## src/rtl/ts_pkg.sv

```systemverilog
// Shared MPEG-2 TS constants and sync-state encoding for the per-channel
// front end, the QoS selector and the channel FIFOs.
package ts_pkg;

    localparam logic [7:0] TS_SYNC_BYTE = 8'h47;
    localparam int         TS_PKT_LEN   = 188;

    typedef enum logic [1:0] {
        HUNT   = 2'd0,
        VERIFY = 2'd1,
        LOCKED = 2'd2
    } ts_sync_state_e;

    // 8-bit increment that sticks at 255
    function automatic logic [7:0] sat_inc8(input logic [7:0] value);
        return (value == 8'hFF) ? value : value + 8'd1;
    endfunction

endpackage

```

## src/rtl/ts_activity_timer.sv

```systemverilog
// Idle timer for one TS input: signal_present rises the cycle after any valid
// byte and falls once valid has been low for TIMEOUT_CYCLES clocks.
module ts_activity_timer #(
    parameter int TIMEOUT_CYCLES = 2700,
    parameter int TMR_W          = 20
) (
    input  logic clk,
    input  logic rst_n,
    input  logic valid,
    output logic signal_present
);

    localparam logic [TMR_W-1:0] TIMEOUT = TMR_W'(TIMEOUT_CYCLES);

    logic [TMR_W-1:0] timer_reg;
    logic [TMR_W-1:0] timer_next;
    logic             present_reg;
    logic             present_next;

    always_comb begin
        timer_next   = timer_reg;
        present_next = present_reg;
        if (valid) begin
            timer_next   = '0;
            present_next = 1'b1;
        end else begin
            if (timer_reg != TIMEOUT) begin
                timer_next = timer_reg + TMR_W'(1);
            end
            if (timer_next == TIMEOUT) begin
                present_next = 1'b0;
            end
        end
    end

    always_ff @(posedge clk or negedge rst_n) begin
        if (!rst_n) begin
            timer_reg   <= '0;
            present_reg <= 1'b0;
        end else begin
            timer_reg   <= timer_next;
            present_reg <= present_next;
        end
    end

    assign signal_present = present_reg;

endmodule

```

## src/rtl/ts_sync_monitor.sv

```systemverilog
// Per-channel TS front end: acquires 188-byte packet alignment, flywheels over
// isolated sync misses, forwards aligned bytes with SOP and reports status.
module ts_sync_monitor
    import ts_pkg::*;
#(
    parameter int SYNC_LOCK      = 3,
    parameter int SYNC_LOSS      = 3,
    parameter int TIMEOUT_CYCLES = 2700,
    parameter int TMR_W          = 20
) (
    input  logic       clk,
    input  logic       rst_n,
    input  logic       valid,
    input  logic [7:0] ts_data,
    input  logic       err_clr,
    output logic       valid_out,
    output logic       sop_out,
    output logic [7:0] ts_data_out,
    output logic       in_sync,
    output logic       signal_present,
    output logic [7:0] error_count
);

    localparam logic [7:0] POS_LAST  = 8'(TS_PKT_LEN - 1);
    localparam logic [3:0] LOCK_CNT  = 4'(SYNC_LOCK);
    localparam logic [3:0] LOSS_CNT  = 4'(SYNC_LOSS);

    ts_sync_state_e state_reg;
    ts_sync_state_e state_next;
    logic [7:0]     pos_reg;
    logic [7:0]     pos_next;
    logic [3:0]     good_cnt_reg;
    logic [3:0]     good_cnt_next;
    logic [3:0]     miss_cnt_reg;
    logic [3:0]     miss_cnt_next;
    logic [7:0]     err_cnt_reg;
    logic           err_inc;

    logic           valid_out_reg;
    logic           sop_out_reg;
    logic [7:0]     data_out_reg;
    logic           in_sync_reg;

    logic [7:0]     pos_adv;
    logic           is_sync;
    logic           at_sop;
    logic           forward;

    assign pos_adv = (pos_reg == POS_LAST) ? 8'd0 : pos_reg + 8'd1;
    assign is_sync = (ts_data == TS_SYNC_BYTE);
    assign at_sop  = (pos_reg == 8'd0);

    // Sync FSM; everything only moves on valid bytes so idle gaps are invisible.
    always_comb begin
        state_next    = state_reg;
        pos_next      = pos_reg;
        good_cnt_next = good_cnt_reg;
        miss_cnt_next = miss_cnt_reg;
        err_inc       = 1'b0;

        if (valid) begin
            unique case (state_reg)
                HUNT: begin
                    if (is_sync) begin
                        pos_next      = 8'd1;
                        good_cnt_next = 4'd1;
                        state_next    = VERIFY;
                    end
                end

                VERIFY: begin
                    pos_next = pos_adv;
                    if (at_sop) begin
                        if (is_sync) begin
                            good_cnt_next = good_cnt_reg + 4'd1;
                            if (good_cnt_reg + 4'd1 == LOCK_CNT) begin
                                state_next    = LOCKED;
                                miss_cnt_next = 4'd0;
                            end
                        end else begin
                            state_next    = HUNT;
                            good_cnt_next = 4'd0;
                            pos_next      = 8'd0;
                        end
                    end
                end

                LOCKED: begin
                    pos_next = pos_adv;
                    if (at_sop) begin
                        if (is_sync) begin
                            miss_cnt_next = 4'd0;
                        end else begin
                            // Flywheel: keep counting positions through the miss
                            miss_cnt_next = miss_cnt_reg + 4'd1;
                            err_inc       = 1'b1;
                            if (miss_cnt_reg + 4'd1 == LOSS_CNT) begin
                                state_next = HUNT;
                                pos_next   = 8'd0;
                            end
                        end
                    end else if (pos_reg == 8'd1 && ts_data[7]) begin
                        err_inc = 1'b1;
                    end
                end

                default: begin
                    state_next = HUNT;
                    pos_next   = 8'd0;
                end
            endcase
        end
    end

    assign forward = valid && (state_next == LOCKED);

    always_ff @(posedge clk or negedge rst_n) begin
        if (!rst_n) begin
            state_reg    <= HUNT;
            pos_reg      <= 8'd0;
            good_cnt_reg <= 4'd0;
            miss_cnt_reg <= 4'd0;
        end else begin
            state_reg    <= state_next;
            pos_reg      <= pos_next;
            good_cnt_reg <= good_cnt_next;
            miss_cnt_reg <= miss_cnt_next;
        end
    end

    // Clear wins over a same-cycle increment; loss of lock leaves the count alone.
    always_ff @(posedge clk or negedge rst_n) begin
        if (!rst_n) begin
            err_cnt_reg <= 8'd0;
        end else if (err_clr) begin
            err_cnt_reg <= 8'd0;
        end else if (err_inc) begin
            err_cnt_reg <= sat_inc8(err_cnt_reg);
        end
    end

    always_ff @(posedge clk or negedge rst_n) begin
        if (!rst_n) begin
            valid_out_reg <= 1'b0;
            sop_out_reg   <= 1'b0;
            data_out_reg  <= 8'd0;
            in_sync_reg   <= 1'b0;
        end else begin
            valid_out_reg <= forward;
            sop_out_reg   <= forward && at_sop;
            in_sync_reg   <= (state_next == LOCKED);
            if (forward) begin
                data_out_reg <= ts_data;
            end
        end
    end

    ts_activity_timer #(
        .TIMEOUT_CYCLES (TIMEOUT_CYCLES),
        .TMR_W          (TMR_W)
    ) u_activity (
        .clk            (clk),
        .rst_n          (rst_n),
        .valid          (valid),
        .signal_present (signal_present)
    );

    assign valid_out   = valid_out_reg;
    assign sop_out     = sop_out_reg;
    assign ts_data_out = data_out_reg;
    assign in_sync     = in_sync_reg;
    assign error_count = err_cnt_reg;

endmodule

```

## config.mk

```make
export PLATFORM = sky130hd
export DESIGN_NAME = ts_sync_monitor
export DESIGN_NICKNAME = d
export VERILOG_FILES = /design/src/rtl/ts_pkg.sv /design/src/rtl/ts_activity_timer.sv /design/src/rtl/ts_sync_monitor.sv
export SDC_FILE = /design/constraint.sdc
export NUM_CORES = 1
export LEC_CHECK = 0
export BUFFER_PORTS_ARGS = -buffer_cell sky130_fd_sc_hd__clkbuf_2
export CAP_MARGIN = 20
export CORE_MARGIN = 3
export CORE_UTILIZATION = 40
export CTS_BUF_LIST = sky130_fd_sc_hd__clkbuf_8 sky130_fd_sc_hd__clkbuf_16
export DETAILED_ROUTE_END_ITERATION = 10
export GPL_TIMING_DRIVEN = 1
export PLACE_DENSITY = 0.64
export SLEW_MARGIN = 5
export SYNTH_ARGS = -nofsm -noshare
export SYNTH_HDL_FRONTEND = slang
export SYNTH_HIERARCHICAL = 1
export SYNTH_SLANG_ARGS = --single-unit
```

## constraint.sdc

```tcl
create_clock -name clk -period 2.5 [get_ports clk]
set_input_delay 0.5 -clock clk [delete_from_list [all_inputs] [get_ports clk]]
set_output_delay 0.5 -clock clk [all_outputs]
set_load 0.02 [all_outputs]
```

# [Word level (Yosys, flattened, before mapping)]
# Cells that the tools add are included.
[word_totals] word_cells=86 n_memories=0 mem_bits_rw=0 input_bits=12 latch_bits=0 regBits=58 romBits=0
[op_classes] addsub=5 eq_ne=17 reduce_logical=13 n_bitwise=0 div_mod_pow=0 multipliers=0 shift=0 n_lt_le_gt_ge=0 n_mux=40
[op_table] operator="8-bit two-way mux" count=10
[op_table] operator="20-bit two-way mux" count=3
[op_table] operator="4-bit two-way mux" count=8
[op_table] operator="8-bit one-hot mux with 3 select lines" count=1
[op_table] operator="20-bit by 1-bit adder with 20-bit output, second input constant" count=1
[op_table] operator="20-bit by 12-bit == test with 1-bit output, second input constant" count=1
[op_table] operator="20-bit by 12-bit != test with 1-bit output, second input constant" count=1
[op_table] operator="8-bit by 1-bit adder with 8-bit output, second input constant" count=2
[op_table] operator="8-bit == test, second input constant" count=2
[op_table] operator="2-bit two-way mux" count=8
[op_table] operator="4-bit one-hot mux with 2 select lines" count=2
[op_table] operator="2-bit != test, second input constant" count=6
[op_table] operator="4-bit by 1-bit adder with 4-bit output, second input constant" count=2
[op_table] operator="4-bit by 2-bit == test with 1-bit output, second input constant" count=2
[op_table] operator="8-bit by 1-bit == test with 1-bit output, second input constant" count=1
[op_table] operator="8-bit by 7-bit == test with 1-bit output, second input constant" count=1
[op_table] operator="8-bit logical NOT" count=1
[op_table] operator="2-bit nonzero test" count=4
[op_table] operator="1-bit two-way mux" count=7
[op_table] operator="2-bit one-hot mux with 3 select lines" count=1
[op_table] operator="6-bit AND reduction" count=1
[op_table] operator="2-bit == test, second input constant" count=2
[op_table] operator="2-bit AND reduction" count=2
[op_table] operator="4-bit AND reduction" count=1
[op_table] operator="other kinds (3)" count=5

# [Logic depth before layout (Yosys ltp)]
[depth] depth_word=10 ltp_mapped=8

# [Cells and area by module]
# Netlist, hierarchy kept.
[modules_own_cells] module="ts_sync_monitor" area_per_inst_um2=2079.5 cells_per_inst=204 n_inst=1
[modules_own_cells] module="ts_activity_timer" area_per_inst_um2=1338.8 cells_per_inst=145 n_inst=1

# [Worst setup path after synthesis]
# Ideal clock, no wire load.
[synth_path] kind="input to register" from="input ts_data[5]" to="register data_out_reg[0], in the netlist ts_data_out[0]" setup_ps=125 path_stages=7 t_required_ps=2375 slack_ps=170 arrival_time_ps=2205 cell_sequence="nor4b_2 and2_1 buf_6 nand4_4 o21a_4 nor3_4 mux2_4"
[synth_via] elab_chain_cells=7
[synth_lines] item="start: declaration" line="ts_sync_monitor.sv:14" rtl="input logic [7:0] ts_data,"
[synth_lines] item="8-bit by 7-bit == test with 1-bit output (*)" line="ts_sync_monitor.sv:50" rtl="assign is_sync = (ts_data == TS_SYNC_BYTE);"
[synth_lines] item="2-bit two-way mux, on equally long branches" line="ts_sync_monitor.sv:91, ts_sync_monitor.sv:74"
[synth_lines] item="2-bit two-way mux, on equally long branches" line="ts_sync_monitor.sv:90, ts_sync_monitor.sv:73"
[synth_lines] item="2-bit one-hot mux with 3 select lines (*)" line="ts_sync_monitor.sv:62" rtl="unique case (state_reg)"
[synth_lines] item="2-bit two-way mux (*)" line="ts_sync_monitor.sv:61" rtl="if (valid) begin"
[synth_lines] item="2-bit == test (*)" line="ts_sync_monitor.sv:115" rtl="assign forward = valid && (state_next == LOCKED);"
[synth_lines] item="1-bit logical AND (*)" line="ts_sync_monitor.sv:115"
[synth_lines] item="named net forward" line="ts_sync_monitor.sv:47" rtl="logic forward;"
[synth_lines] item="end signal: assignment" line="ts_sync_monitor.sv:153" rtl="data_out_reg <= ts_data;"
[synth_lines] item="end: declaration" line="ts_sync_monitor.sv:41" rtl="logic [7:0] data_out_reg;"
# Mark *: on every way through the listed nets, which the timed path passes. The rest lies on a longest branch.
# A chain may end at the register's enable or synchronous reset.

# [Worst setup path after layout]
[layout_path] from="register pos_reg[6]" to="register data_out_reg[0], in the netlist ts_data_out[0]"
[layout_via] elab_chain_cells=6
[layout_lines] item="start: declaration" line="ts_sync_monitor.sv:30" rtl="logic [7:0] pos_reg;"
[layout_lines] item="start signal: assignment" line="ts_sync_monitor.sv:125" rtl="pos_reg <= pos_next;"
[layout_lines] item="8-bit logical NOT (*)" line="ts_sync_monitor.sv:51" rtl="assign at_sop = (pos_reg == 8'd0);"
[layout_lines] item="2-bit two-way mux, on equally long branches" line="ts_sync_monitor.sv:90, ts_sync_monitor.sv:73"
[layout_lines] item="2-bit one-hot mux with 3 select lines (*)" line="ts_sync_monitor.sv:62"
[layout_lines] item="2-bit two-way mux (*)" line="ts_sync_monitor.sv:61"
[layout_lines] item="named net state_next[0]" line="ts_sync_monitor.sv:29" rtl="ts_sync_state_e state_next;"
[layout_lines] item="2-bit == test (*)" line="ts_sync_monitor.sv:115"
[layout_lines] item="1-bit logical AND (*)" line="ts_sync_monitor.sv:115"
[layout_lines] item="named net forward" line="ts_sync_monitor.sv:47"
# Marks and branches as above.

==> impl_summary.log <==
INFO  metric cp.buffers_inverters = 1
INFO  metric grt_antenna_before_repair = 0
INFO  metric clock_latency_late_sink = between 300 and 400 ps
INFO  metric area_delta_synth_final = 14.2%
INFO  metric die_extent_in_x = a little under 100 um
INFO  metric worst_hold_path_type = input port to asynchronous set/reset pin
INFO  metric unrepaired_setup_endpoints_after_global_routing = false
INFO  metric count_of_flip_flops_with_a_built_in_enable_after_synthesis = 0
INFO  metric drt-pass1-iter-count = 4
INFO  metric pwr-share-seq = 0.486
INFO  metric timing.critical_path.max_delay_family = simple AND/OR/NAND/NOR gates
INFO  metric fin_crit = 2330 ps
INFO  metric fmax = ~430 MHz
INFO  metric irDropWorstVdd = 0.277 mV
INFO  metric dpl-instance-area = approximately 3700 um2
INFO  metric ys_async_sr_fraction = 1.00
INFO  metric cts_setup_buffers = 0
INFO  metric diodes = 0
INFO  metric layout.cell_area.non_filler = a little under 4000 um2
INFO  metric drt_iter0_markers = 131
INFO  metric initial_core_util = 0.414
INFO  metric min_period_over_period = 0.934
INFO  metric die-height = 98.4 um
INFO  metric final.setup_skew = around 6.2 ps
INFO  metric end_kind = flip-flop
INFO  metric cp_slowest_stage_delay = between 400 and 500 ps
INFO  metric total_leakage_power = approximately 0.0017 uW
INFO  metric layout.cells.most_common_list = dfrtp_1 (58), nor2_1 (38), clkbuf_2 (31)
INFO  metric final_common_cell = dfrtp_1
INFO  metric run_status = finished clean
INFO  metric number_of_i_o_pins = 32
INFO  metric comb_power_share = 0.165
INFO  metric tritoncts = done
INFO  metric relSlewSlack = 0.615
INFO  metric synth.largest_area_cell = dfrtp_1
INFO  metric row_count = 33
INFO  metric clock_tree.htree_level_count = 3
INFO  metric final_hold_viols = 0
INFO  metric gr-total-overflow = 0
INFO  metric vias_per_cell = ~5.4
INFO  metric post_drt_wl_per_cell = 14.6 um
INFO  metric worst_ep_required_time = around 2700 ps
INFO  metric max_cap_viol_count = 0
INFO  metric grt_start_max_net_pins = 31
INFO  metric dieArea = 9690 um2
INFO  metric dpl.hpwl = ~5400 um
INFO  metric report.final.setup_viol = 0
INFO  metric net_load_switching_power = ~640 uW
INFO  metric number_of_clock_sinks = between 50 and 60
INFO  metric track_usage = 0.161
INFO  metric route.vias.total = between 2000 and 3000
INFO  metric p_clk_frac = 0.349
INFO  metric replace_congestion = 0.877
INFO  metric power-per-cell-area = 542 nW/um2
INFO  metric synth_ff_type = dfrtp_1
INFO  metric vias_in_the_first_global_route = 2676
INFO  metric p_sw_frac = 0.304
INFO  metric internal_power = approximately 1500 uW
INFO  metric fillCellCount = between 700 and 800
INFO  metric cts.reportedPaths.clkPinSlew = around 70 ps
INFO  metric root_buffer = clkbuf_8
INFO  metric cts_buffers = 9
INFO  metric worst_ep_arrival_time = ~2500 ps
INFO  metric netlist_instances = 349
INFO  metric synthesis_stage_register_bit_count = just under 60
INFO  metric critPathMaxFanout = 5
INFO  metric mappedNetlistNets = 371
INFO  metric synth.top_cell.area_share = 0.425
INFO  metric synth-seq-area-share = 0.425
INFO  metric postRouteAntennaNets = 0
INFO  metric startpoint_type = flip-flop
INFO  metric yosys_warnings = 6
INFO  metric mappedNetlistArea = 3420 um2
INFO  metric timing_max_transition_violations_final = 0
INFO  metric synth.top_cells.by_area = dfrtp_1 (42%), nor2_1 (4.2%), ha_1 (3.7%)
INFO  metric maximum_count_of_clock_buffers_along_a_single_path = 2
INFO  metric grt_first_pass_wirelength = 12800 um
INFO  metric placement.io_buffers = 31
INFO  metric timing.setup.tns = 0 ps
INFO  metric core_region_area = about 8300 um2
INFO  metric drt_drc_violations_left = 0
INFO  metric critical_path_cell_by_cell = nor4_4 > nand3_1 > a32oi_1 > nand3_1 > nor3_4 > buf_4 > mux2_4
INFO  metric totalWireLength = around 7300 um
INFO  metric tightestPinTransition = between 500 and 600 ps
INFO  metric drive_above_1_share = 0.206
INFO  metric slowest_stage = dfrtp_1
INFO  metric critical_setup_path_kind = flip-flop to flip-flop
INFO  metric finalNetCount = between 400 and 500
INFO  metric worst_path_most_repeated_cell = nand3_1
INFO  metric post_synth.cell_area_avg = 9.79 um2
INFO  metric flip_flop_count_of_the_largest_register_all_copies_and_words_added = 20
INFO  metric yosysUniqueCellTypes = between 50 and 60
==> cells in the mapped netlist (all sizes together), types with 2 or more instances <==
master,number
nand4,8
and4b,2
ha,10
a31oi,2
dfrtp,58
a21bo,2
mux2i,3
nor2b,5
a22o,5
nand2b,3
nor4,7
xor2,13
mux2,8
nor4b,3
o31ai,2
nand2,20
o32a,2
a21o,4
o21ai,17
o21a,2
inv,14
and3,8
buf,12
or3,5
o41ai,2
xnor2,13
nand3b,3
clkbuf,2
nor2,38
nor3,17
a21oi,16
nand3,26
and2,3
==> power groups by stage <==
stage	Sequential (uW)	Clock (uW)	Combinational, uW
after floorplan	1010	0	270
after global placement	1050	0	342
after detailed placement	1040	0	350
after CTS	1030	769	351
after global routing	1030	822	397
final	1030	738	350
==> worst reg2reg max path, cell delays in order (launching register included) <==
cell     delay [ps]
dfrtp_1         440
nor4_4          380
nand3_1         230
a32oi_1         240
nand3_1         220
nor3_4          230
buf_4           190
mux2_4          300
==> logic make-up after synthesis <==
kind of cell	Yosys count	synth area share
and+or+nand+nor	152	0.254
AOI/OAI and AO/OA	63	0.133
DFF	58	0.425
buffers and inverters	28	0.0392
xor gates and xnor gates	26	0.0666
muxes	11	0.0439
adders and majority gates	11	0.0395
==> worst paths after layout <==
check / start / to / depth (start not counted) / slack, ps
max: pos_reg[6]$_DFFE_PN0P_ / ts_data_out[0]$_DFFE_PN0P_ / 7 / 170
min: rst_n / u_activity/timer_reg[8]$_DFF_PN0_ / 1 / 70
max reg2reg: pos_reg[6]$_DFFE_PN0P_ / ts_data_out[0]$_DFFE_PN0P_ / 7 / 170
min reg2reg: ts_data_out[3]$_DFFE_PN0P_ / ts_data_out[3]$_DFFE_PN0P_ / 1 / 510
max in group asynchronous: rst_n / ts_data_out[1]$_DFFE_PN0P_ / 2 / 1870
min in group clk: ts_data[3] / ts_data_out[3]$_DFFE_PN0P_ / 2 / 420
==> metal layers <==
layer	vias up	GRT usage	wire length, um
met2	37	0.268	3610
li1	1337	-	-
met1	1301	0.206	3410
met3	6	0.0382	173
met4	0	0.0536	90
met5	-	0	0
==> area by class of cell <==
| cell class | instances | area [um2] | share of cell area |
|---|---|---|---|
| clock inverters | 6 | 32.5 | 0.00833 |
| clock buffers | 10 | 138 | 0.0353 |
| inverters | 14 | 52.6 | 0.0135 |
| well taps | 105 | 131 | 0.0337 |
| flip-flops and latches | 58 | 1450 | 0.372 |
| repair buffers | 43 | 258 | 0.0660 |
| multi-input cells | 263 | 1840 | 0.471 |
==> repair_timing <==
action                     4_1_cts  5_1_grt
setup endpoints to repair        0        1
hold buffers                     0        0
gates resized for setup          0        1
==> through the flow <==
step	setup WS (ps)	cells	total power, uW	hold slack [ps]	util
after global placement	55.3	483	1390	418	0.451
after detailed placement	42.0	483	1390	419	0.451
after floorplan	170	349	1280	204	-
final	166	499	2120	68.4	0.473
after CTS	198	499	2150	61.9	0.472
after global routing	23.9	499	2250	61.9	0.473
Power figures use the tool's default switching activity.
